[config.mk]
export PLATFORM = sky130hd
export DESIGN_NAME = chronologic
export DESIGN_NICKNAME = d
export VERILOG_FILES = /design/src/rtl/chronologic.sv
export SDC_FILE = /design/constraint.sdc
export NUM_CORES = 1
export LEC_CHECK = 0
export ABC_CLOCK_PERIOD_IN_PS = 4000
export CAP_MARGIN = 20
export CORE_MARGIN = 10
export CORE_UTILIZATION = 55
export DETAILED_ROUTE_END_ITERATION = 12
export HOLD_SLACK_MARGIN = 0.12
export PLACE_DENSITY = 0.85
export SYNTH_ARGS = -nofsm -noshare
export SYNTH_HDL_FRONTEND = slang
export SYNTH_SLANG_ARGS = --single-unit
[constraint.sdc]
create_clock -name clk -period 4 [get_ports clk]
set_clock_uncertainty 0.2 [all_clocks]
set_input_delay 0.8 -clock clk [delete_from_list [all_inputs] [get_ports clk]]
set_output_delay 0.8 -clock clk [all_outputs]
set_load 0.03 [all_outputs]
[src/rtl/chronologic.sv]
// rtl/chronologic.sv - temporal checker: a at edge k implies b at edge k+DELAY
// Overlapping checks ride a DELAY-deep start pipeline; results feed saturating counters.
module chronologic #(
    parameter int DELAY = 4,
    parameter int CNT_W = 16,
    parameter int TS_W  = 32
) (
    input  logic             clk,
    input  logic             rst_n,
    input  logic             i_en,
    input  logic             i_a,
    input  logic             i_b,
    input  logic             i_clr,
    output logic             o_pass,
    output logic             o_fail,
    output logic [CNT_W-1:0] o_pass_cnt,
    output logic [CNT_W-1:0] o_fail_cnt,
    output logic             o_err_sticky,
    output logic [TS_W-1:0]  o_first_fail_start,
    output logic             o_first_fail_valid,
    output logic [TS_W-1:0]  o_cycle_cnt
);

    logic [DELAY-1:0] r_pipe;
    logic             r_pass;
    logic             r_fail;
    logic [CNT_W-1:0] r_pass_cnt;
    logic [CNT_W-1:0] r_fail_cnt;
    logic             r_err_sticky;
    logic [TS_W-1:0]  r_first_fail_start;
    logic             r_first_fail_valid;
    logic [TS_W-1:0]  r_cycle_cnt;

    logic w_resolve;
    logic w_pass_ev;
    logic w_fail_ev;

    assign w_resolve = r_pipe[DELAY-1];
    assign w_pass_ev = w_resolve & i_b;
    assign w_fail_ev = w_resolve & ~i_b;

    always_ff @(posedge clk or negedge rst_n) begin
        if (!rst_n) begin
            r_pipe             <= '0;
            r_pass             <= 1'b0;
            r_fail             <= 1'b0;
            r_pass_cnt         <= '0;
            r_fail_cnt         <= '0;
            r_err_sticky       <= 1'b0;
            r_first_fail_start <= '0;
            r_first_fail_valid <= 1'b0;
            r_cycle_cnt        <= '0;
        end else begin
            r_pipe[0] <= i_en & i_a;
            for (int i = 1; i < DELAY; i++) begin
                r_pipe[i] <= r_pipe[i-1];
            end
            r_pass      <= w_pass_ev;
            r_fail      <= w_fail_ev;
            r_cycle_cnt <= r_cycle_cnt + TS_W'(1);

            // clr overrides bookkeeping only; the pulses above still fire
            if (i_clr) begin
                r_pass_cnt         <= '0;
                r_fail_cnt         <= '0;
                r_err_sticky       <= 1'b0;
                r_first_fail_start <= '0;
                r_first_fail_valid <= 1'b0;
            end else begin
                if (w_pass_ev && (r_pass_cnt != {CNT_W{1'b1}})) begin
                    r_pass_cnt <= r_pass_cnt + CNT_W'(1);
                end
                if (w_fail_ev && (r_fail_cnt != {CNT_W{1'b1}})) begin
                    r_fail_cnt <= r_fail_cnt + CNT_W'(1);
                end
                if (w_fail_ev) begin
                    r_err_sticky <= 1'b1;
                end
                // pre-edge count minus DELAY is the start edge's count, mod 2^TS_W
                if (w_fail_ev && !r_first_fail_valid) begin
                    r_first_fail_start <= r_cycle_cnt - TS_W'(DELAY);
                    r_first_fail_valid <= 1'b1;
                end
            end
        end
    end

    assign o_pass             = r_pass;
    assign o_fail             = r_fail;
    assign o_pass_cnt         = r_pass_cnt;
    assign o_fail_cnt         = r_fail_cnt;
    assign o_err_sticky       = r_err_sticky;
    assign o_first_fail_start = r_first_fail_start;
    assign o_first_fail_valid = r_first_fail_valid;
    assign o_cycle_cnt        = r_cycle_cnt;

endmodule

Word level (Yosys, flattened, before mapping)
Index checks and enable logic that the tools add are counted.

word-level totals
  output and inout port bits = 100
  register bits after elaboration = 104
  input port bits = 6
  logic and storage cells = 37

operators by class
  add/sub/neg operators = 4
  reductions and logical operators = 8
  equal/unequal tests = 2
  bitwise operators = 4
  muxes and demuxes = 10

operators by type and width
  kind                                                                  number
  16-bit 2-to-1 mux                                                     4
  32-bit 2-to-1 mux                                                     2
  16-bit by 1-bit adder with 16-bit output, second input constant       2
  32-bit by 1-bit adder with 32-bit output, second input constant       1
  16-bit != test, second input constant                                 2
  32-bit by 3-bit subtractor with 32-bit output, second input constant  1
  2-bit nonzero test                                                    4
  1-bit 2-to-1 mux                                                      4
  1-bit AND                                                             3
  1-bit logical AND                                                     3
  1-bit zero test                                                       1
  1-bit NOT                                                             1

Longest topological paths before layout
Gate-level depths: netlist of run 1.

  depth after elaboration = 5
  mapped depth = 7
  gate-level depth less buffers = 7

Worst setup path after synthesis of run 1
OpenSTA, ideal clock, no wires.

  kind = in2reg
  start = in i_b
  end = reg r_pass_cnt[13], in the netlist o_pass_cnt[13]
  buffers on the path = 0
  stages on the path = 5
  arrival time = 1.975 ns
  setup slack = 1.693 ns
  data required time = 3.668 ns
  setup time = 0.132 ns
  path through = nand2_1 -> or4_1 -> a2111oi_2 -> xnor2_1 -> nor2_1

on the way
  cells in the longest elaborated chain, start to end = 3

RTL lines
  item                          line  source
  start, declared               12    input logic i_b,
  1-bit AND                     39    assign w_pass_ev = w_resolve & i_b;
  1-bit logical AND             70    if (w_pass_ev && (r_pass_cnt != {CNT_W{1'b1}})) begin
  2-bit nonzero test (no line)  --
  end signal, assigned          71    r_pass_cnt <= r_pass_cnt + CNT_W'(1);
  end, declared                 27    logic [CNT_W-1:0] r_pass_cnt;

Every way passes these cells.
A chain may end at the register's enable or synchronous reset.

Final worst setup path of run 1
Ends and elaborated chain as after synthesis.

==> results.yml, run 1 <==
power:
  p_per_area_nw_per_um2: 273
  peakVddDrop_uv: 165
  p_leak_nw: 2.62
sta:
  fmax_mhz: 361
  worstMarginPinSlew_ns: 0.765
  post-route-min-period_ns: 2.77
  rsz0062_at_grt: "no"
  hold_viol: 0
  setup_viol: 0
  tns_ns: 0
  relSlewSlack_pct: 47.7
  report.final.slew_viol_count: 0
  finalCritPeriodShare_pct: 69.2
critical_path:
  crit_type: "input pin to register"
  cp.buffers_inverters: 1
  end_kind: "register"
  path_max_fanout: 11
  cp_cell_sequence: "clkdlybuf4s50_1 -> nand2_1 -> or4_1 -> a2111oi_2 -> xnor2_1 -> nor2_1"
  crit_family: "simple AND/OR/NAND/NOR gates"
  slowest_stage: "or4_1"
  r2r-start: "o_cycle_cnt[3]"
  cp.required_ns: 4.04
  cp-startpoint: "i_b"
  critPathLaunchType: "input pin"
  arrival_ns: 2.81
  max_stage_delay_ns: 0.70
synth:
  synthTopCellsByCount: "104 x dfrtp_1, 61 x xnor2_1, 54 x nand2_1"
  synth_warnings: 0
  muxShareOfSynthArea_pct: 0.199
  synth_cell_types: 49
  ys_ff_latch: 104
  synth_compound_area_share_pct: 7.20
  synth_top_family_by_area: "simple AND/OR/NAND/NOR gates"
  synth_nets: 509
  netlist_area_um2: 5040
  yosys.area_share.xor_xnor_pct: 13.9
  synthCells: 498
  synth_ff_type: "dfrtp_1"
  synth_top_area_share_pct: 51.6
  synthMostInstantiatedCell: "dfrtp_1"
  yosysTopAreaCell: "dfrtp_1"
  synthSimpleGateAreaFrac_pct: 23.0
  synth_edf_count: 0
  synthAdderAreaFrac_pct: 1.24
  ys_async_sr_fraction_pct: 100
  synth.area.top_cells: "dfrtp_1 52%, xnor2_1 11%, nand2_1 4.0%"
  synth_area_per_cell_um2: 10.1
  synth.yosys.seq_area_share_pct: 51.6
placed_design:
  place.gp.congestion: 0.806
  io_buffers: 105
  placed_area_um2: 6160
  dp_hpwl_um: 8810
clock_tree:
  cts_hold_buf: 0
  postCtsSetupBuffers: 0
  numCtsBuffers: 9
  insertion_delay_ns: 0.36
  clk_pin_slew_ns: 0.11
  cts_tree: "yes"
  cts-root-buf: "clkbuf_8"
  clock_path_buffers: 2
  cts_num_sinks: 104
  h-tree-depth: 3
  ctsResizeCount: 0
finish:
  antennaDiodeCount: 0
  area_growth_pct: 25.6
  nets: 602
  design_area_um2: 6330
  layout-drive-gt1-share_pct: 6.38
routing:
  vias_per_cell: 5.59
  vias: 3938
  ant_nets: 0
  wl_per_cell_um: 16.7
  dr.first_iter.drc_count: 224
  first_pass_iters: 4
  wirelength_um: 11700
  route.detailed.drc: 0
die:
  io-pin-count: 106
  die_h_um: 116
  fp-row-count: 34
  design.core.area_um2: 8810
  die_area_um2: 13400
  die_w_um: 116
  initial_utilization_pct: 57.2
global_route:
  grt_overflow: 0
  grtUsageTotal_pct: 17.6
  grt_pass1_vias: 3890
  grt_pass1_wl_um: 19100
  antenna_found_initial: 0
  grt_start_max_net_pins: 55
hold_path:
  hold_class: "register to register"
  hp-start: "r_pipe[0]"
outcome:
  status: "completed"
job:
  cap_violations: 0
[report_power, final]
group / internal, W / switching (W)
clock: 0.000233 / 0.000359
sequential: 0.00106 / 0.00000508
combinational: 0.0000221 / 0.0000540
[sequential cells by signal, indices dropped and copies added, names as in the netlist]
| name | count |
|---|---|
| o_first_fail_start | 32 |
| o_pass_cnt | 16 |
| o_fail | 1 |
| o_fail_cnt | 16 |
| o_err_sticky | 1 |
| o_pass | 1 |
| o_cycle_cnt | 32 |
| r_pipe | 4 |
| o_first_fail_valid | 1 |
[worst reg2reg max path, stage by stage (launching register included)]
cell,delay [ns]
dfrtp_1,0.48
inv_1,0.13
ha_1,0.19
nor3b_4,0.28
nand2_1,0.26
or4_1,0.47
xor2_1,0.15
o21ai_0,0.14
[cells in the final DEF, fill, tap and decap left out, drive strengths merged, types with 2 or more instances in the layout]
| cell | count |
|---|---|
| dfrtp | 104 |
| and3 | 10 |
| and2 | 4 |
| inv | 9 |
| and4 | 9 |
| nand4b | 2 |
| a21oi | 8 |
| ha | 5 |
| o31ai | 2 |
| xor2 | 19 |
| a21o | 2 |
| nor4b | 2 |
| nand4 | 17 |
| or3 | 6 |
| nand3 | 18 |
| a2111oi | 5 |
| buf | 6 |
| or4 | 6 |
| clkbuf | 11 |
| clkinvlp | 3 |
| clkdlybuf4s50 | 104 |
| or2 | 2 |
| nor4 | 11 |
| o21ai | 32 |
| nor3 | 15 |
| nand2 | 54 |
| a211oi | 3 |
| nor2b | 3 |
| xnor2 | 61 |
| a31oi | 3 |
| nand2b | 3 |
| nor3b | 3 |
| nor2 | 48 |
[worst paths after layout]
kind / endpoint / slack, ns / cells past startpoint
min in group asynchronous: o_fail_cnt[14] / 0.25 / 1
hold / removal: r_pipe[1] / 0.16 / 0
max in group asynchronous: r_pipe[3] / 2.46 / 2
hold reg to reg: r_pipe[1] / 0.16 / 0
setup / recovery: o_pass_cnt[13] / 1.23 / 6
setup reg to reg: o_first_fail_start[12] / 1.64 / 7
[kinds of logic (layout without fill, tap and decap cells)]
group / count (synthesis) / after routing
AOI/OAI and AO/OA: 58 / 58
and+or+nand+nor: 214 / 214
muxes: 1 / 1
DFF: 104 / 104
xor gates and xnor gates: 80 / 80
adders and majority gates: 5 / 5
buffers and inverters: 36 / 134
[per-stage QoR]
stage	util [%]	std cells	power [W]	hold slack, ns	setup WS (ns)
after global placement	69.7	687	0.00116	0.142	0.941
after detailed placement	69.9	688	0.00116	0.141	0.856
after floorplan	-	498	0.00111	0.131	1.69
after global routing	71.9	704	0.00180	0.175	1.14
after CTS	71.9	704	0.00175	0.163	1.24
final	71.9	704	0.00173	0.155	1.23
[metal layers]
metal / up-vias / share of wire (%) / global-route usage [%] / wire, um
met2: 104 / 49 / 29.5 / 5770
met4: 0 / 0.72 / 5.09 / 85
li1: 1909 / - / - / -
met1: 1919 / 43 / 21.7 / 5040
met5: - / 0 / 0 / 0
met3: 6 / 7.2 / 5.01 / 840
[layout make-up]
type                    count  area, um^2
fillers                   630        2470
multi-input cells         358        2300
well taps                 108         135
repair buffers            110        1090
flip-flops and latches    104        2600
inverters                   8        30.0
clock inverters             5        42.5
clock buffers              11         131
Note: power is estimated with default switching activity, not from simulation.
==> run 2, diff against run 1 <==
Settings changed: ABC_CLOCK_PERIOD_IN_PS 4000 to 2250, CORE_UTILIZATION 55 to 46, PLACE_DENSITY 0.85 to 0.76.
Clock period 4 ns to 2.25 ns, I/O delays scaled along.
==> run 2 against run 1 <==
Net effect: clock power increased by 96%; sequential share of layout area is 2.5 points lower; wire length is 8.0% higher; die area increased by 16%; cell area grew 6.5%; worst hold slack worse by 0.0057 ns; highest routed layer unchanged; utilization shrank 9.4 points; cell count increased by 9.7%; critical path depth down 5; count of clock-buffer cells in the layout unchanged; sequential cell count unchanged.
==> results.yml, run 2 (synthesis gave the netlist of run 1 again) <==
finish:
  antennaDiodeCount: 0
  final_common_cell: "dfrtp_1"
  final_core_util_pct: 62.5
  area_growth_pct: 33.7
  layout_common_cells: "102 x dfrtp_1, 67 x clkdlybuf4s50_1, 61 x xnor2_1, 54 x nand2_1, 47 x nor2_1"
  layout-drive-gt1-share_pct: 12.8
  fin_cells: 772
  nets: 639
die:
  design.core.area_um2: 10800
  io-pin-count: 106
  die_h_um: 125
  fp-row-count: 38
  die_w_um: 125
  die_area_um2: 15500
  initial_utilization_pct: 46.7
critical_path:
  r2r_cells: 5
  critPathLaunchType: "register"
  crit_type: "register to output pin"
  cp.required_ns: 1.60
  arrival_ns: 1.55
  max_stage_delay_ns: 0.71
  slowest_stage: "clkdlybuf4s50_1"
  cp-startpoint: "o_fail_cnt[4]"
  crit_family: "buffers and inverters"
  path_max_fanout: 6
  cp_cell_sequence: "clkdlybuf4s50_1"
  cp.buffers_inverters: 1
  r2r_setup_slack_ns: 0.10
  end_kind: "output pin"
  crit_cells: 1
  r2r-start: "o_cycle_cnt[26]"
global_route:
  grt_pass1_wl_um: 20900
  grt_overflow: 0
  grtUsageTotal_pct: 16.0
  grt_start_max_net_pins: 38
  antenna_found_initial: 0
  grt_pass1_vias: 4103
power:
  finalPower_w: 0.00319
  p_per_area_nw_per_um2: 473
  peakVddDrop_uv: 255
  p_leak_nw: 3.15
hold_path:
  min_path_cells: 0
  hold_class: "register to register"
  hp-start: "r_pipe[0]"
sta:
  report.final.slew_viol_count: 0
  setup_viol: 0
  finalCritPeriodShare_pct: 97.7
  post-route-min-period_ns: 2.20
  tns_ns: 0
  rsz0062_at_grt: "yes"
  relSlewSlack_pct: 54.3
  worstMarginPinSlew_ns: 0.684
  fin_hold_ws_ns: 0.150
  hold_viol: 0
  fmax_mhz: 455
clock_tree:
  clk_pin_slew_ns: 0.09
  insertion_delay_ns: 0.38
  cts-root-buf: "clkbuf_8"
  clock_path_buffers: 2
  cts_tree: "yes"
  h-tree-depth: 3
  numCtsBuffers: 9
  cts_num_sinks: 104
outcome:
  status: "completed"
placed_design:
  dp_hpwl_um: 9540
  io_buffers: 105
  dp_cells: 751
  place.gp.congestion: 0.854
routing:
  route.detailed.drc: 0
  dr.first_iter.drc_count: 276
  vias: 4105
  wirelength_um: 12700
  first_pass_iters: 6
  ant_nets: 0
  wl_per_cell_um: 16.4
  vias_per_cell: 5.32
job:
  cap_violations: 0
[run 2: cell types whose count changed in the layout (fill, tap and decap cells not counted), moves of 12 or more]
cell / previous run / this run
clkdlybuf4s50_1: 104 / 67
buf_4: 5 / 40
dlygate4sd2_1: 0 / 25
dlymetal6s2s_1: 0 / 12
[run 2: per-stage QoR]
step | area [um^2] | setup slack (ns)
after floorplan | 5040 | 0.000570
after global placement | 6450 | -0.370
after detailed placement | 6450 | -0.479
after CTS | 6620 | 0.0107
after global routing | 6740 | -0.0369
final | 6740 | 0.0516
[run 2: layout make-up]
class / count / area, um^2
clock inverters: 4 / 45.0
fillers: 890 / 4050
repair buffers: 147 / 1390
flip-flops and latches: 104 / 2610
inverters: 8 / 30.0
well taps: 140 / 175
multi-input cells: 358 / 2350
clock buffers: 11 / 141
[run 2: report_power, final]
group	switching [W]	internal, W	total, W
clock network	0.000621	0.000534	0.00116
registers	0.00000893	0.00188	0.00189
logic	0.0000977	0.0000469	0.000145
[run 2: final timing paths]
check	endpoint
setup / recovery	o_fail_cnt[4]
hold / removal	r_pipe[1]
setup reg to reg	o_first_fail_start[31]
hold reg to reg	r_pipe[1]
max in group asynchronous	o_cycle_cnt[26]
min in group asynchronous	o_fail_cnt[14]
[run 2: timing repair]
action,in CTS,in global routing
endpoints found under the hold margin,30,0
buffers inserted,0,5
endpoints found under the setup margin,29,30
hold buffers,1,0
resized for setup,26,22
pin swaps,0,3
[run 2: layer usage]
layer  wire [um]  vias to the layer above  global-route usage [%]
li1            -                     1980                       -
met1        5390                     2019                    19.4
met2        6400                       91                    26.6
met3         661                       15                    4.09
met4         229                        0                    6.51
met5           0                        -                       0
